**config.mk**
```make
export PLATFORM = sky130hd
export DESIGN_NAME = button_conditioner
export DESIGN_NICKNAME = d
export VERILOG_FILES = /design/src/rtl/btn_pkg.sv /design/src/rtl/btn_channel.sv /design/src/rtl/button_conditioner.sv
export SDC_FILE = /design/constraint.sdc
export NUM_CORES = 1
export LEC_CHECK = 0
export ABC_AREA = 1
export CAP_MARGIN = 20
export CELL_PAD_IN_SITES_DETAIL_PLACEMENT = 1
export CELL_PAD_IN_SITES_GLOBAL_PLACEMENT = 1
export CORE_MARGIN = 2
export CORE_UTILIZATION = 50
export CTS_CLUSTER_DIAMETER = 200
export DETAILED_ROUTE_END_ITERATION = 12
export GPL_TIMING_DRIVEN = 0
export PLACE_DENSITY = 0.88
export RECOVER_POWER = 100
export SYNTH_ARGS = -nofsm -noshare
export SYNTH_HDL_FRONTEND = slang
export SYNTH_SLANG_ARGS = --single-unit
```
**constraint.sdc**
```tcl
create_clock -name clk -period 2.7 [get_ports clk]
set_input_delay 0.27 -clock clk [delete_from_list [all_inputs] [get_ports clk]]
set_output_delay 0.27 -clock clk [all_outputs]
set_load 0.05 [all_outputs]
```
**src/rtl/btn_pkg.sv**
```systemverilog
// Shared types and sizing helpers for the push-button conditioning blocks.
package btn_pkg;

   typedef enum logic [1:0] {
      REP_IDLE       = 2'd0,
      REP_WAIT_DELAY = 2'd1,
      REP_REPEATING  = 2'd2
   } rep_state_e;

   // Bits needed to hold 0..max_val; never narrower than one bit.
   function automatic int cnt_width(input int max_val);
      return (max_val < 1) ? 1 : $clog2(max_val + 1);
   endfunction

endpackage

```
**src/rtl/btn_channel.sv**
```systemverilog
// One button channel: synchroniser, counter debouncer, press/release strobes and
// hold-to-repeat FSM.
module btn_channel
   import btn_pkg::*;
#(
   parameter int DEBOUNCE_CYC   = 20000,
   parameter int REPEAT_DELAY   = 500000,
   parameter int REPEAT_RATE    = 100000,
   parameter bit RAW_ACTIVE_LOW = 1'b0
) (
   input  logic clk,
   input  logic rst_n,
   input  logic raw,
   output logic level,
   output logic press,
   output logic rel,
   output logic rpt
);

   localparam int DW = cnt_width(DEBOUNCE_CYC);
   localparam logic [DW-1:0] DEB_LAST = DW'(DEBOUNCE_CYC - 1);
   localparam logic [DW-1:0] DEB_MAX  = DW'(DEBOUNCE_CYC);

   logic          s1;
   logic          s2;
   logic          s;
   logic [DW-1:0] deb_cnt;
   logic          flip;

   // Reset loads the inactive pin level so releasing reset cannot fake an edge.
   always_ff @(posedge clk or negedge rst_n) begin
      if (!rst_n) begin
         s1 <= RAW_ACTIVE_LOW;
         s2 <= RAW_ACTIVE_LOW;
      end else begin
         s1 <= raw;
         s2 <= s1;
      end
   end

   assign s    = s2 ^ RAW_ACTIVE_LOW;
   assign flip = (s != level) && (deb_cnt == DEB_LAST);

   always_ff @(posedge clk or negedge rst_n) begin
      if (!rst_n) begin
         deb_cnt <= '0;
         level   <= 1'b0;
         press   <= 1'b0;
         rel     <= 1'b0;
      end else begin
         press <= flip & ~level;
         rel   <= flip & level;
         if (s == level) begin
            deb_cnt <= '0;
         end else if (flip) begin
            deb_cnt <= '0;
            level   <= ~level;
         end else if (deb_cnt != DEB_MAX) begin
            deb_cnt <= deb_cnt + 1'b1;
         end
      end
   end

   generate
      if (REPEAT_RATE == 0) begin : g_no_rep
         assign rpt = 1'b0;
      end else begin : g_rep
         localparam int RW = cnt_width((REPEAT_DELAY > REPEAT_RATE) ? REPEAT_DELAY : REPEAT_RATE);
         localparam logic [RW-1:0] DELAY_N = RW'(REPEAT_DELAY);
         localparam logic [RW-1:0] RATE_N  = RW'(REPEAT_RATE);
         localparam logic [RW-1:0] ONE     = RW'(1);

         rep_state_e    state;
         logic [RW-1:0] rep_cnt;

         // rep_cnt counts cycles since the last press/repeat strobe, starting at 1
         // in the strobe cycle, so a match fires the strobe exactly N cycles later.
         always_ff @(posedge clk or negedge rst_n) begin
            if (!rst_n) begin
               state   <= REP_IDLE;
               rep_cnt <= '0;
               rpt     <= 1'b0;
            end else begin
               rpt <= 1'b0;
               if (flip && level) begin
                  state   <= REP_IDLE;
                  rep_cnt <= '0;
               end else if (flip) begin
                  state   <= REP_WAIT_DELAY;
                  rep_cnt <= ONE;
               end else begin
                  case (state)
                     REP_WAIT_DELAY: begin
                        if (rep_cnt >= DELAY_N) begin
                           state   <= REP_REPEATING;
                           rep_cnt <= ONE;
                           rpt     <= 1'b1;
                        end else begin
                           rep_cnt <= rep_cnt + 1'b1;
                        end
                     end
                     REP_REPEATING: begin
                        if (rep_cnt >= RATE_N) begin
                           rep_cnt <= ONE;
                           rpt     <= 1'b1;
                        end else begin
                           rep_cnt <= rep_cnt + 1'b1;
                        end
                     end
                     default: begin
                        state   <= REP_IDLE;
                        rep_cnt <= '0;
                     end
                  endcase
               end
            end
         end
      end
   endgenerate

endmodule

```
**src/rtl/button_conditioner.sv**
```systemverilog
// N independent button channels between the board pins and the mode/edit FSMs.
module button_conditioner
   import btn_pkg::*;
#(
   parameter int N_BTN          = 4,
   parameter int DEBOUNCE_CYC   = 20000,
   parameter int REPEAT_DELAY   = 500000,
   parameter int REPEAT_RATE    = 100000,
   parameter bit RAW_ACTIVE_LOW = 1'b0
) (
   input  logic             clk,
   input  logic             rst_n,
   input  logic [N_BTN-1:0] btn_raw,
   output logic [N_BTN-1:0] btn_level,
   output logic [N_BTN-1:0] btn_press,
   output logic [N_BTN-1:0] btn_release,
   output logic [N_BTN-1:0] btn_repeat
);

   for (genvar i = 0; i < N_BTN; i++) begin : g_ch
      btn_channel #(
         .DEBOUNCE_CYC   (DEBOUNCE_CYC),
         .REPEAT_DELAY   (REPEAT_DELAY),
         .REPEAT_RATE    (REPEAT_RATE),
         .RAW_ACTIVE_LOW (RAW_ACTIVE_LOW)
      ) u_ch (
         .clk   (clk),
         .rst_n (rst_n),
         .raw   (btn_raw[i]),
         .level (btn_level[i]),
         .press (btn_press[i]),
         .rel   (btn_release[i]),
         .rpt   (btn_repeat[i])
      );
   end

endmodule

```
==> impl_metrics.py <==
metrics = {
    "sta": {
        "period_needed_ns": 2.33,
        "finalClockSkew_ns": 0.0102,
        "slew_headroom_pct": 17.0,
        "hold_ws_ns": 0.355,
        "worst_slew_pin_slew_ns": 1.24,
        "fin_crit_sh_pct": 86.2,
        "rsz0062_at_grt": "false",
        "max_freq_ghz": 0.430,
        "slew_viol_final": 0,
        "setup_violations": 0,
        "hold_violations": 0,
    },
    "final_layout": {
        "antenna-diode-count": 0,
        "final_util_pct": 57.3,
        "drive_gt1_share_pct": 6.08,
        "fillers": 2404,
        "area_growth_pct": 11.6,
        "seq_area_sq_um": 4200,
        "multi_input_area_sq_um": 4470,
        "nNetsFinal": 1382,
    },
    "power_and_ir_drop": {
        "pwr-share-comb_pct": 2.7,
        "power.share.clock_pct": 49.8,
        "leakage_uw": 0.00509,
        "p_seq_share_pct": 47.5,
        "p_sw_uw": 1220,
        "switching_share_pct": 22.7,
        "ir_drop_mv": 0.447,
        "power_density_nw_per_um2": 499,
        "internal-power_uw": 4160,
    },
    "logic_synthesis": {
        "yosys.area.top_type": "dfrtp_1",
        "synth_edf_count": 0,
        "synth_nets": 1340,
        "synth_flop_cell": "dfrtp_1",
        "synthArstFlopShare_pct": 100,
        "netlist.area_leader.share_pct": 43.4,
        "synth_area_sq_um": 9680,
        "synthDistinctLibCells": 38,
        "synth_area_leaders": "dfrtp_1 43%, nand2_1 11%, nor2_1 9.2%, inv_1 7.3%, nand3_1 6.4%",
        "synth_seq_cells": 168,
        "syn_inst": 1310,
        "yosysWarnings": 0,
        "ys_seq_area_share_pct": 43.4,
        "avgSynthCellArea_sq_um": 7.39,
    },
    "grt": {
        "grt_pass1_wl_um": 42600,
        "grt_usage_pct": 26.0,
        "grt_max_degree": 123,
        "grt_overflow": 0,
        "antenna_found_initial": 0,
        "grt_pass1_vias": 9212,
    },
    "routing": {
        "vias_per_cell": 5.26,
        "detail-route-antenna-nets": 0,
        "post-route-drc-count": 0,
        "wl_per_cell_um": 15.1,
        "drt_wl_total_um": 24600,
        "vias": 8553,
        "drt_pass1_iterations": 4,
        "drtIter0Drc": 309,
    },
    "clock_tree": {
        "insertion_delay_ns": 0.44,
        "cts_resized": 0,
        "clockBufferDepth": 2,
        "htreeDepth": 4,
        "numClockSinks": 168,
        "tritoncts": "done",
        "root_buffer": "clkbuf_16",
        "cts_buffers": 17,
        "clkTransAtPathRegs_ns": 0.07,
    },
    "hold_path": {
        "hp-class": "flop to flop",
    },
    "critical_path": {
        "crit_path_end_kind": "flop",
        "slowest_stage": "nor2_1",
        "cp_data_arrival_time_ns": 2.69,
        "start_kind": "flop",
        "path_class": "flop to flop",
        "critPathMaxStageDelay_ns": 0.63,
        "crit_chain": "ha_1, nand2_1, nor2_1, nand3_1, nor2_1, nor2_1, buf_6, nand4_1, nor2_1",
        "worstPathRequired_ns": 3.06,
        "cpMostUsedCell": "nor2_1",
        "reg2reg_setup_slack_ns": 0.37,
        "cp_max_fo": 10,
    },
    "status": {
        "outcome": "completed",
    },
    "floorplan": {
        "fp-row-count": 50,
        "io_pins": 22,
        "core_area_sq_um": 18800,
        "dieArea_sq_um": 20500,
        "die_h_um": 143,
        "start_util_pct": 51.4,
        "die_x_um": 143,
    },
    "run": {
        "drv_cap": 0,
    },
    "placed_design": {
        "portBuffers": 21,
        "dp_hpwl_um": 17300,
        "gp_congestion": 0.845,
    },
}
cell usage after synthesis (3+ instances only):
cell type	n
a21oi_1	23
buf_4	16
buf_6	6
dfrtp_1	168
ha_1	24
inv_1	189
inv_2	4
nand2_1	295
nand2_2	9
nand3_1	124
nand3_4	3
nand3b_1	6
nand4_1	37
nor2_1	237
nor2_2	12
nor2_4	3
nor3_1	42
nor3b_1	4
o21a_1	3
o21ai_0	29
o21bai_1	6
or2_2	7
xnor2_1	8
xor2_1	36
sequential cells by signal (all words and copies together), names as in the netlist:
name and flops:
g_ch.u_ch.deb_cnt 60, g_ch.u_ch.g_rep.rep_cnt 76, g_ch.u_ch.g_rep.state 8, g_ch.u_ch.level 4
g_ch.u_ch.press 4, g_ch.u_ch.rel 4, g_ch.u_ch.rpt 4, g_ch.u_ch.s 4
g_ch.u_ch.s1 4
power groups by stage:
stage	clock network [uW]	logic (uW)	registers, uW
5_1_grt	2820	174	2560
3_5_place_dp	0	154	2600
4_1_cts	2720	157	2550
6_report	2680	146	2550
3_3_place_gp	0	138	2600
2_1_floorplan	0	66.3	2600
layout by cell type, fill, tap and decap left out, types with 17 or more instances in the layout:
master / synthesis / final
inv_1: 189 / 190
clkbuf_16: 0 / 17
xor2_1: 36 / 36
nor2_1: 237 / 245
a21oi_1: 23 / 23
dfrtp_1: 168 / 168
nor3_1: 42 / 44
ha_1: 24 / 24
nand3_1: 124 / 127
dlygate4sd3_1: 0 / 21
nand4_1: 37 / 37
o21ai_0: 29 / 29
nand2_1: 295 / 298
metrics by stage:
step           power, uW  cells  TNS, ns  setup WS (ns)  instance area, sq um
5_1_grt             5550   1625        0          0.311                 10800
3_3_place_gp        2740   1591  -945.46          -5.65                 10200
2_1_floorplan       2660   1310        0           1.19                  9680
3_5_place_dp        2760   1592        0          0.859                 10200
6_report            5380   1625        0          0.372                 10800
4_1_cts             5430   1625        0          0.562                 10900
timing repair:
action | 4_1_cts | 5_1_grt
hold buffers | 1 | 0
hold endpoints to repair | 46 | 0
setup buffers | 0 | 0
final cells by class:
type | count | area share (%)
Tap cell | 260 | 3.01
Multi-Input combinational cell | 925 | 41.4
Inverter | 194 | 6.77
Clock buffer | 19 | 4.10
Buffer | 23 | 1.78
Clock inverter | 13 | 1.78
Timing Repair Buffer | 23 | 2.25
Sequential cell | 168 | 38.9
cell families after synthesis:
logic type	count (synthesis)	synth area share, %
DFF	168	43.4
buffers and inverters	217	9.54
adders and majority gates	24	3.10
xor gates and xnor gates	45	4.15
AOI/OAI and AO/OA	68	3.88
and+or+nand+nor	788	35.9
worst paths after layout:
| check | start | to | cells after the start |
|---|---|---|---|
| max in group asynchronous | rst_n | g_ch[1].u_ch.g_rep.state[1] | 3 |
| min reg2reg | g_ch[2].u_ch.s1 | g_ch[2].u_ch.s | 0 |
| max reg2reg | g_ch[2].u_ch.deb_cnt[0] | g_ch[2].u_ch.g_rep.rep_cnt[8] | 9 |
| min in group asynchronous | rst_n | g_ch[0].u_ch.deb_cnt[2] | 2 |
| max | g_ch[2].u_ch.deb_cnt[0] | g_ch[2].u_ch.g_rep.rep_cnt[8] | 9 |
| min | g_ch[2].u_ch.s1 | g_ch[2].u_ch.s | 0 |
critical path: cells and delay by family, from the launching register on:
kind | cells | cell delay (ns)
and+or+nand+nor | 7 | 1.35
adders and majority gates | 1 | 0.22
buffers and inverters | 1 | 0.25
DFF | 1 | 0.40
layer usage:
layer / routed length (um) / track usage, % / vias to the layer above
met5: 0 / 0 / -
met1: 10800 / 31.3 / 4245
met2: 12900 / 47.5 / 69
li1: - / - / 4198
met3: 436 / 4.26 / 41
met4: 431 / 7.87 / 0
No activity file was read; power rests on OpenSTA's default activity.
